`config.mk`:
```
export PLATFORM = sky130hd
export DESIGN_NAME = ppe_tap_sequencer
export DESIGN_NICKNAME = d
export VERILOG_FILES = /design/src/rtl/ppe_pkg.sv /design/src/rtl/ppe_rd_port.sv /design/src/rtl/ppe_tap_sequencer.sv
export SDC_FILE = /design/constraint.sdc
export NUM_CORES = 1
export LEC_CHECK = 0
export CORE_AREA = 2 2 120 75
export DETAILED_ROUTE_END_ITERATION = 8
export DIE_AREA = 0 0 122 77
export GPL_TIMING_DRIVEN = 0
export PLACE_DENSITY = 0.63
export SLEW_MARGIN = 20
export SYNTH_ARGS = -nofsm -noshare
export SYNTH_HDL_FRONTEND = slang
export SYNTH_SLANG_ARGS = --single-unit
```
`constraint.sdc`:
```
create_clock -name clk -period 2.4 [get_ports clk]
set_clock_uncertainty 0.1 [all_clocks]
set_input_delay 0.48 -clock clk [delete_from_list [all_inputs] [get_ports clk]]
set_output_delay 0.48 -clock clk [all_outputs]
set_load 0.05 [all_outputs]
```
`src/rtl/ppe_pkg.sv`:
```
// Shared constants, FSM state encodings and partial-sum packet layout for the PPE tap sequencer.
package ppe_pkg;

  localparam int NUM_INPUTS  = 25;
  localparam int FILTER_SIZE = 5;
  localparam int PSUM_W      = 11;

  localparam logic [3:0] OPC_PSUM = 4'd3;

  typedef logic [2:0] state_t;

  localparam state_t ST_IDLE = 3'd0;
  localparam state_t ST_READ = 3'd1;
  localparam state_t ST_ACC  = 3'd2;
  localparam state_t ST_SEND = 3'd3;
  localparam state_t ST_FIN  = 3'd4;

  // ps_data = {pos[4:0], 9'b0, psum[10:0]}
  localparam int PS_POS_LSB  = 20;
  localparam int PS_POS_W    = 5;
  localparam int PS_PSUM_LSB = 0;

endpackage

```
`src/rtl/ppe_rd_port.sv`:
```
// One RF read channel: request held until its ack, then ack flag and data held until cleared.
module ppe_rd_port #(
  parameter int DATA_W = 8
) (
  input  logic              clk,
  input  logic              reset,
  input  logic              enable,
  input  logic              clear,
  input  logic              ack,
  input  logic [DATA_W-1:0] rd_data,
  output logic              req,
  output logic              got,
  output logic [DATA_W-1:0] data_q
);

  logic flag;

  // got also covers the ack cycle itself so the sequencer can leave READ on the capturing edge
  assign req = enable && !flag;
  assign got = flag || (req && ack);

  always_ff @(posedge clk or posedge reset) begin
    if (reset) begin
      flag   <= 1'b0;
      data_q <= '0;
    end else if (clear) begin
      flag <= 1'b0;
    end else if (req && ack) begin
      flag   <= 1'b1;
      data_q <= rd_data;
    end
  end

endmodule

```
`src/rtl/ppe_tap_sequencer.sv`:
```
// Sequences one PPE convolution row: per output position, walks the filter taps and emits a psum packet.
// Optional build macro PPE_SKIP_ZERO_SPIKE_EN: fetch the weight only when the tap's spike is set.
module ppe_tap_sequencer
  import ppe_pkg::*;
#(
  parameter int         PE_ID       = 0,
  parameter int         NUM_INPUTS  = ppe_pkg::NUM_INPUTS,
  parameter int         FILTER_SIZE = ppe_pkg::FILTER_SIZE,
  parameter int         WEIGHT_W    = 8,
  parameter logic [3:0] DEST_ADDR   = 4'd0
) (
  input  logic                clk,
  input  logic                reset,
  input  logic                cmd_valid,
  output logic                cmd_ready,
  input  logic [4:0]          cmd_num_pos,
  output logic                w_rd_req,
  output logic [2:0]          w_rd_addr,
  input  logic                w_rd_ack,
  input  logic [WEIGHT_W-1:0] w_rd_data,
  output logic                i_rd_req,
  output logic [4:0]          i_rd_addr,
  input  logic                i_rd_ack,
  input  logic                i_rd_data,
  output logic                ps_valid,
  input  logic                ps_ready,
  output logic [3:0]          ps_dest,
  output logic [3:0]          ps_opcode,
  output logic [24:0]         ps_data,
  output logic                done
);

  localparam int MAX_POS = NUM_INPUTS - FILTER_SIZE + 1;

  state_t              state;
  logic [4:0]          n_pos;
  logic [4:0]          pos;
  logic [2:0]          tap;
  logic [PSUM_W-1:0]   psum;
  logic                in_read;
  logic                w_en;
  logic                rd_done;
  logic                w_got;
  logic                i_got;
  logic [WEIGHT_W-1:0] w_q;
  logic [0:0]          i_q;

  assign in_read = (state == ST_READ);

`ifdef PPE_SKIP_ZERO_SPIKE_EN
  logic i_val;
  // weight request waits for the registered spike; a zero spike finishes the tap without it
  assign i_val   = (i_rd_req && i_rd_ack) ? i_rd_data : i_q[0];
  assign w_en    = in_read && !i_rd_req && i_q[0];
  assign rd_done = i_got && (!i_val || w_got);
`else
  assign w_en    = in_read;
  assign rd_done = i_got && w_got;
`endif

  ppe_rd_port #(.DATA_W(WEIGHT_W)) u_w_port (
    .clk     (clk),
    .reset   (reset),
    .enable  (w_en),
    .clear   (state == ST_ACC),
    .ack     (w_rd_ack),
    .rd_data (w_rd_data),
    .req     (w_rd_req),
    .got     (w_got),
    .data_q  (w_q)
  );

  ppe_rd_port #(.DATA_W(1)) u_i_port (
    .clk     (clk),
    .reset   (reset),
    .enable  (in_read),
    .clear   (state == ST_ACC),
    .ack     (i_rd_ack),
    .rd_data (i_rd_data),
    .req     (i_rd_req),
    .got     (i_got),
    .data_q  (i_q)
  );

  // Row sequencing; pos/tap/psum return to zero on FIN so idle addresses read as 0
  always_ff @(posedge clk or posedge reset) begin
    if (reset) begin
      state <= ST_IDLE;
      n_pos <= '0;
      pos   <= '0;
      tap   <= '0;
      psum  <= '0;
    end else begin
      case (state)
        ST_IDLE: begin
          if (cmd_valid) begin
            n_pos <= (cmd_num_pos > 5'(MAX_POS)) ? 5'(MAX_POS) : cmd_num_pos;
            pos   <= '0;
            tap   <= '0;
            psum  <= '0;
            state <= (cmd_num_pos == 5'd0) ? ST_FIN : ST_READ;
          end
        end
        ST_READ: begin
          if (rd_done) state <= ST_ACC;
        end
        ST_ACC: begin
          if (i_q[0]) psum <= psum + PSUM_W'(w_q);
          if (tap < 3'(FILTER_SIZE - 1)) begin
            tap   <= tap + 3'd1;
            state <= ST_READ;
          end else begin
            state <= ST_SEND;
          end
        end
        ST_SEND: begin
          if (ps_ready) begin
            if (pos == n_pos - 5'd1) begin
              state <= ST_FIN;
            end else begin
              pos   <= pos + 5'd1;
              tap   <= '0;
              psum  <= '0;
              state <= ST_READ;
            end
          end
        end
        ST_FIN: begin
          pos   <= '0;
          tap   <= '0;
          psum  <= '0;
          state <= ST_IDLE;
        end
        default: state <= ST_IDLE;
      endcase
    end
  end

  assign cmd_ready = (state == ST_IDLE);
  assign done      = (state == ST_FIN);
  assign ps_valid  = (state == ST_SEND);
  assign w_rd_addr = tap;
  assign i_rd_addr = pos + 5'(tap);
  assign ps_dest   = ps_valid ? DEST_ADDR : 4'd0;
  assign ps_opcode = ps_valid ? OPC_PSUM : 4'd0;

  always_comb begin
    ps_data = '0;
    if (ps_valid) begin
      ps_data[PS_POS_LSB +: PS_POS_W]  = pos;
      ps_data[PS_PSUM_LSB +: PSUM_W]   = psum;
    end
  end

endmodule

```
; ---- Word-level counts from Yosys, hierarchy flattened
; Cells that the tools add are included.
[totals]
register_bits = 38
in_bits = 20
output_inout_bits = 46
word_cells = 79
[op_classes]
add_sub_neg = 5
magnitude_cmp = 2
eq_ne = 11
n_mux = 29
n_bitwise = 1
n_reduce_logical = 22
[ops]
columns = op, n
row1 = $mux 11, 5
row2 = $pmux 11 s4, 1
row3 = $mux 3, 9
row4 = $mux 5, 5
row5 = $pmux 3 s4, 2
row6 = $pmux 5 s3, 1
row7 = $add 11x8->11, 1
row8 = $ne 2x2->1 const B, 5
row9 = $reduce_and 5->1, 2
row10 = $eq 3x2->1 const B, 2
row11 = $reduce_and 2->1, 3
row12 = $add 5x1->5 const B, 1
row13 = $add 5x3->5, 1
row14 = $eq 5x5->1, 1
row15 = $gt 5x5->1 const B, 1
row16 = $logic_and 1x1->1, 5
row17 = $logic_not 5->1, 1
row18 = $sub 5x1->5 const B, 1
row19 = $mux 1, 4
row20 = $mux 2, 2
row21 = $reduce_and 4->1, 1
row22 = $reduce_bool 2->1, 2
row23 = $reduce_bool 4->1, 1
row24 = $add 3x1->3 const B, 1
row25 = other kinds (10), 12

; ---- Longest topological paths before layout
; Gate-level depths: netlist (run 1).
[depth]
ltp_word = 7
mapped_depth = 10
mapped_depth_nobuf = 9

; ---- By module
; A second synthesis (run 1) with hierarchy kept.
[unflattened]
cells_unflattened = 287
area_unflattened_um2 = 2717.6
[by_module_without_submodules]
columns = module, instances, cells_per_inst, area_per_inst_um2, seq_area_each_um2
row1 = ppe_tap_sequencer, 1, 256, 2213.4, 675.6
row2 = ppe_rd_port at u_w_port, 1, 23, 397.9, 225.2
row3 = ppe_rd_port at u_i_port, 1, 8, 106.4, 50.0

; ---- Least setup slack after synthesis (run 1)
; No wires, ideal clock.
[synth_timing]
kind = reg2out
start = register tap[0], in the netlist w_rd_addr[0]
end = output port i_rd_addr[4]
t_arrival_ns = 2.374
required_time_ns = 1.820
setup_slack_ns = -0.554
stages_incl_launch_ff = 7
n_path_buf = 0
path_cell_list = dfrtp_1 ha_1 inv_1 fa_1 nor2b_1 o21ai_0 xnor2_1
[synth_between]
elab_chain_len = 1
[synth_lines]
columns = element, line_no
row1 = start: declaration, ppe_tap_sequencer.sv:38  ; logic [2:0] tap;
row2 = start signal: assignment, ppe_tap_sequencer.sv:110  ; tap <= tap + 3'd1;
row3 = $add 5x3->5, ppe_tap_sequencer.sv:143  ; assign i_rd_addr = pos + 5'(tap);
row4 = end: declaration, ppe_tap_sequencer.sv:22  ; output logic [4:0] i_rd_addr,
; Every way passes these cells.

; ---- Worst setup path in the final report (run 1)
[layout_timing]
start = register state[1]
end = output port ps_data[0]
[layout_between]
elab_chain_len = 2
[layout_lines]
columns = element, line_no
row1 = start: declaration, ppe_tap_sequencer.sv:35  ; state_t state;
row2 = start signal: assignment, ppe_tap_sequencer.sv:101  ; state <= (cmd_num_pos == 5'd0) ? ST_FIN : ST_READ;
row3 = $eq 3x2->1, ppe_tap_sequencer.sv:141  ; assign ps_valid = (state == ST_SEND);
row4 = $mux 11, ppe_tap_sequencer.sv:149  ; if (ps_valid) begin
row5 = end: declaration, ppe_tap_sequencer.sv:29  ; output logic [24:0] ps_data,
; Every way passes these cells.

==> results.py, run 1 <==
metrics = {
    "status": {
        "status": "complete, no violations",
    },
    "final_layout": {
        "fin_cells": 499,
        "final_area_mm2": 0.003870,
        "final_util_pct": 46.65,
        "fin_nets": 422,
        "syn2layout_area_growth_pct": 49.20,
        "layout-drive-gt1-share_pct": 34.37,
        "num_antenna_cells": 0,
    },
    "pwr": {
        "p_sw_uw": 2203,
        "seqPwrFrac_pct": 22.4,
        "p_sw_share_pct": 44.40,
        "p_comb_share_pct": 59.6,
        "vdd_drop_max_v": 0.0007817,
        "p_int_uw": 2758,
        "power.leakage_uw": 0.001785,
        "p_per_area_mw_per_mm2": 1282,
        "p_clk_share_pct": 17.9,
    },
    "routing": {
        "firstDrtPassIters": 4,
        "drt_iter0_drc": 133,
        "wl_per_cell_um": 14.23,
        "vias_per_cell": 4.762,
        "remaining_drc_errors": 0,
        "ant_nets": 0,
        "vias": 2376,
        "drt_wl_total_mm": 7.101,
    },
    "timing": {
        "finalWorstSetupSlack_ns": 0.006634,
        "fmax_ghz": 0.4178,
        "drv_slew": 0,
        "hold_violations": 0,
        "period_share_pct": 99.72,
        "maxSlewHeadroom_pct": 65.28,
        "tns_ns": 0,
        "rsz0062_at_grt": "true",
        "setup_violations": 0,
        "tightest_slew_ns": 0.5200,
        "final.min_clock_period_ns": 2.393,
    },
    "floorplanning": {
        "io_pins": 66,
        "die_w_um": 122,
        "start_util_pct": 31.27,
        "coreArea_mm2": 0.008295,
        "die_area_mm2": 0.009394,
        "fp-row-count": 26,
        "die_h_um": 77,
    },
    "worst_setup_path": {
        "cp_data_required_time_ns": 1.82,
        "path_cells": "inv_2, or3_4, inv_2, buf_6, clkbuf_16, and2_4, buf_8",
        "crit_slowest_cell": "or3_4",
        "r2r_cells": 9,
        "crit_top_cell": "inv_2",
        "crit_buf_inv": 5,
        "cp_top_family": "buffers and inverters",
        "critPathMaxStageDelay_ns": 0.43,
        "rrSetupSlack_ns": 0.02,
        "rr_startpoint": "u_w_port.data_q[0]$_DFFE_PP0P_",
        "critPathArrivalTime_ns": 1.81,
        "cp-end-kind": "primary output",
        "worstReg2RegEnd": "psum[10]$_DFFE_PP0P_",
        "worst-path-max-fanout": 8,
        "critPathLaunchType": "flip-flop",
        "path_class": "reg -> out",
    },
    "clock_tree": {
        "cts.clk_slew.worst_paths_ns": 0.06,
        "cts_tree": "done",
        "hold_buffers": 0,
        "clk_latency_ns": 0.28,
        "cts.sinks": 38,
        "numCtsBuffers": 5,
        "clockRootBuffer": "clkbuf_16",
        "ctsHtreeMaxLevel": 2,
        "cts.path.max_buffers": 2,
    },
    "global_route": {
        "grt_use_total_pct": 15.57,
        "overflow": 0,
        "grt_pass1_vias": 2299,
        "antenna_found_initial": 0,
        "grt_pass1_wl_mm": 11.63,
        "grt_max_degree": 25,
    },
    "hold_path": {
        "min_path_type": "in -> async",
    },
    "yosys": {
        "synth_commonest_cells": "dfrtp_1 (38), nand2_1 (28), nor2_1 (21)",
        "async_flop_share_pct": 100.0,
        "synth_edf_count": 0,
        "synth_area_leaders": "dfrtp_1 (37%), ha_1 (6.8%), buf_4 (5.2%)",
        "ys_warn_count": 0,
        "synth_top_area_cell": "dfrtp_1",
        "syn_area_mm2": 0.002594,
        "ys.flop_type": "dfrtp_1",
        "ys_types": 43,
        "netlist.area_leader.share_pct": 36.66,
        "synth.most_common_cell": "dfrtp_1",
        "synth-seq-cells": 38,
        "syn-instance-count": 292,
        "avgSynthCellArea_um2": 8.883,
        "seq_area_frac_synth_pct": 36.66,
    },
    "placement": {
        "placed_area_mm2": 0.003344,
        "dpl.hpwl_mm": 5.033,
        "io_buffers": 50,
        "place_congestion": 0.8926,
        "placed_cells": 469,
        "dpl_worst_slack_ns": -0.7826,
    },
    "run": {
        "drv_cap": 0,
    },
}
[layout by cell type, fill, tap and decap left out, types with 4 or more instances in the layout]
cell | Yosys | routed
ha_1 | 14 | 11
a21o_1 | 5 | 5
nand2b_1 | 5 | 4
inv_2 | 0 | 5
o21ai_0 | 19 | 18
mux2_2 | 10 | 10
nor3_1 | 8 | 6
xnor2_1 | 10 | 8
buf_8 | 0 | 12
nand2_1 | 28 | 28
dfrtp_1 | 38 | 35
clkdlybuf4s50_1 | 0 | 22
nor2_1 | 21 | 19
and2_1 | 15 | 6
a21oi_1 | 18 | 17
and2_4 | 0 | 9
conb_1 | 1 | 15
buf_4 | 18 | 39
clkbuf_16 | 0 | 6
inv_1 | 18 | 13
buf_6 | 2 | 6
buf_2 | 2 | 8
o31ai_1 | 10 | 10
or4_1 | 4 | 4
[power by group through the flow]
stage	Combinational [µW]	Sequential (µW)	Clock (µW)
global route	3220	1150	924
finish	2960	1110	890
CTS	2740	1100	896
global placement	2410	1110	0
detailed placement	2460	1130	0
floorplan	1800	1130	0
[how the worst max path moves through the flow]
stage / start / to / cells after the start
3_5_place_dp: state[1]$_DFFE_PP0P_ / ps_data[0] / 8
4_1_cts: state[0]$_DFFE_PP0P_ / ps_data[0] / 7
3_3_place_gp: state[1]$_DFFE_PP0P_ / ps_data[0] / 8
6_report: state[1]$_DFFE_PP0P_ / ps_data[0] / 7
2_1_floorplan: w_rd_addr[0]$_DFFE_PP0P_ / i_rd_addr[4] / 6
5_1_grt: u_w_port.data_q[0]$_DFFE_PP0P_ / psum[10]$_DFFE_PP0P_ / 9
[sequential cells by signal, summed over array words and instances, names as in the netlist]
signal / flops
psum: 11
u_i_port.data_q: 1
u_w_port.data_q: 8
w_rd_addr: 3
state: 3
pos: 5
u_i_port.flag: 1
u_w_port.flag: 1
n_pos: 5
[cell families after synthesis]
| logic type | share of synthesized area (%) |
|---|---|
| adders and majority gates | 8.297 |
| other | 0.1446 |
| muxes | 4.342 |
| DFF | 36.66 |
| buffers and inverters | 9.792 |
| AOI/OAI and AO/OA | 19.01 |
| and+or+nand+nor | 17.37 |
| xor gates and xnor gates | 4.390 |
[through the flow]
stage / hold slack [ns] / total power (µW)
3_5_place_dp: 0.3999 / 3590
2_1_floorplan: 0.3608 / 2924
4_1_cts: 0.3943 / 4741
5_1_grt: 0.4222 / 5293
3_3_place_gp: 0.3860 / 3525
6_report: 0.3769 / 4961
[layout make-up]
type	instances	area [µm²]
plain buffers	26	219.0
repair buffers	74	710.7
well taps	112	140.1
multi-input cells	223	1579
clock buffers	6	138.9
inverters	18	67.56
flip-flops and latches	38	954.7
clock inverters	2	60.06
fillers	809	4425
[layer usage]
metal  track usage (%)  up-vias  wire length, µm
met2             22.35       63             3008
met5                 0        -                0
li1                  -     1176                -
met4             3.333        0               36
met1             23.80     1133             3697
met3             3.199        4              359
[repair_timing]
item,4_1_cts,5_1_grt
gates cloned,1,0
pin swaps,9,6
setup endpoints to repair,38,44
resized for setup,159,50
buffers inserted,13,9
(Power assumes the default switching activity.)
==> inputs of run 2 (changes only) <==
CORE_AREA = 2 2 96 61   (was 2 2 120 75)
DIE_AREA = 0 0 98 63   (was 0 0 122 77)
PLACE_DENSITY = 0.86   (was 0.63)
clock period = 2.65 ns   (was 2.4 ns; I/O delays follow)
==> run 2 against run 1 <==
  * Clock-buffer cell count is the same
  * Wire length fell by 8.9%
  * Final area fell by 12%
  * Critical path depth down 2
  * Global-route usage is 6.2 points higher
  * Utilization is 17 points higher
  * Register-to-register slack gained 0.10 ns
  * Hold slack lost 0.0055 ns
  * Via count shrank 0.46%
  * Flip-flop and latch count stayed put
  * Sequential share of layout area is 3.4 points higher
  * Critical path type unchanged
==> results.py, run 2 (synthesis results as in run 1) <==
metrics = {
    "status": {
        "status": "complete, no violations",
    },
    "worst_setup_path": {
        "critPathLaunchType": "flip-flop",
        "worst-path-max-fanout": 6,
        "path_class": "reg -> out",
        "cp_data_required_time_ns": 2.02,
        "rrSetupSlack_ns": 0.12,
        "cp-end-kind": "primary output",
        "critPathArrivalTime_ns": 1.94,
    },
    "timing": {
        "tightest_slew_ns": 0.5111,
        "finalWorstSetupSlack_ns": 0.07638,
        "hold_violations": 0,
        "fmax_ghz": 0.3886,
        "hold-worst-slack_ns": 0.3714,
        "final.min_clock_period_ns": 2.574,
        "period_share_pct": 97.12,
        "rsz0062_at_grt": "false",
        "setup_violations": 0,
        "maxSlewHeadroom_pct": 65.80,
        "drv_slew": 0,
    },
    "placement": {
        "place_congestion": 0.9011,
        "io_buffers": 50,
        "dpl_worst_slack_ns": -0.6215,
        "dpl.hpwl_mm": 4.866,
    },
    "floorplanning": {
        "die_w_um": 98,
        "coreArea_mm2": 0.005334,
        "die_h_um": 63,
        "fp-row-count": 21,
        "die_area_mm2": 0.006174,
        "start_util_pct": 48.63,
        "io_pins": 66,
    },
    "clock_tree": {
        "ctsHtreeMaxLevel": 2,
        "hold_buffers": 0,
        "cts_tree": "done",
        "cts.sinks": 38,
        "clk_latency_ns": 0.30,
        "cts.clk_slew.worst_paths_ns": 0.08,
        "clockRootBuffer": "clkbuf_8",
        "numCtsBuffers": 5,
        "cts.path.max_buffers": 2,
    },
    "final_layout": {
        "reg_top3": "psum: 11 flops, u_w_port.data_q: 8 flops",
        "syn2layout_area_growth_pct": 31.16,
        "largest_register_ffs": 11,
        "num_antenna_cells": 0,
        "fillers": 434,
        "regMostFlops": "psum",
        "layout_commonest_cell": "dfrtp_1",
        "mostFrequentLayoutCells": "dfrtp_1 (36), nand2_1 (28), buf_4 (27)",
        "fin_nets": 403,
        "multi_input_area_mm2": 0.001480,
        "layout-drive-gt1-share_pct": 22.40,
        "ff_latch_area_um2": 953.4,
    },
    "routing": {
        "drt_wl_total_mm": 6.468,
        "wl_per_cell_um": 14.87,
        "vias": 2365,
        "drt_iter0_drc": 143,
        "firstDrtPassIters": 5,
        "vias_per_cell": 5.437,
        "ant_nets": 0,
        "remaining_drc_errors": 0,
    },
    "pwr": {
        "vdd_drop_max_v": 0.0005553,
        "p_per_area_mw_per_mm2": 1090,
        "power.leakage_uw": 0.001599,
    },
    "global_route": {
        "grt_pass1_wl_mm": 10.81,
        "overflow": 0,
        "grt_pass1_vias": 2281,
        "grt_use_total_pct": 21.77,
        "grt_max_degree": 28,
        "antenna_found_initial": 0,
    },
    "run": {
        "drv_cap": 0,
    },
    "hold_path": {
        "min_path_type": "in -> async",
    },
}
==> run 2: changes by cell type in the layout (fill, tap and decap cells not counted), moves of 3 or more <==
cell / change
clkbuf_16: -6
buf_8: -12
clkdlybuf4s15_2: +3
and2_4: -9
buf_6: +4
clkbuf_8: +6
dlygate4sd2_1: +5
buf_2: -6
buf_4: -12
and2_1: +9
==> run 2: per-layer routing <==
metal	global-route usage [%]	up-vias	share of wire, %
li1	-	1132	-
met1	29.89	1095	44
met2	33.90	124	46
met3	5.257	14	8.2
met4	7.292	0	1.5
met5	0	-	0
==> run 2: what timing repair did <==
item,CTS,global route
buffers inserted,1,3
setup endpoints to repair,27,19
cloned,0,0
gates resized for setup,114,15
pin swaps,1,1
==> run 2: worst paths after layout <==
path	endpoint	cells after the start	from
setup / recovery	ps_data[21]	5	state[1]$_DFFE_PP0P_
hold / removal	psum[5]$_DFFE_PP0P_	2	reset
setup reg to reg	psum[10]$_DFFE_PP0P_	9	psum[0]$_DFFE_PP0P_
hold reg to reg	n_pos[1]$_DFFE_PP0P_	2	n_pos[1]$_DFFE_PP0P_
max in group asynchronous	pos[0]$_DFFE_PP0P_	3	reset
min in group clk	n_pos[1]$_DFFE_PP0P_	2	n_pos[1]$_DFFE_PP0P_
==> run 2: power breakdown <==
| part | internal, µW | switching, µW | total [µW] |
|---|---|---|---|
| registers | 802 | 210 | 1010 |
| clock network | 201 | 200 | 401 |
| logic | 863 | 1430 | 2290 |
| total | 1870 | 1840 | 3710 |
==> run 2: through the flow <==
| step | total power [µW] | std cells | area, µm² | utilization (%) | TNS (ns) |
|---|---|---|---|---|---|
| detailed placement | 3238 | 426 | 3274 | 61.39 | -8.664 |
| CTS | 3639 | 432 | 3358 | 62.96 | 0 |
| global route | 3968 | 435 | 3402 | 63.78 | 0 |
| floorplan | 2638 | 306 | 2668 | - | -0.1061 |
| global placement | 3131 | 425 | 3254 | 61.01 | -8.256 |
| finish | 3707 | 435 | 3402 | 63.78 | 0 |
==> run 2: worst max-delay path, cell delays in order (launching register included) <==
cell	delay (ns)
dfrtp_1	0.39
inv_2	0.08
or3_4	0.43
buf_4	0.16
nor2_1	0.08
clkdlybuf4s15_1	0.50
==> run 2: area by class of cell <==
class	instances	share of cell area, %
Clock buffer	6	2.427
Inverter	18	1.986
Multi-Input combinational cell	223	43.51
Timing Repair Buffer	55	15.67
Sequential cell	38	28.03
Tap cell	69	2.538
Buffer	26	5.848
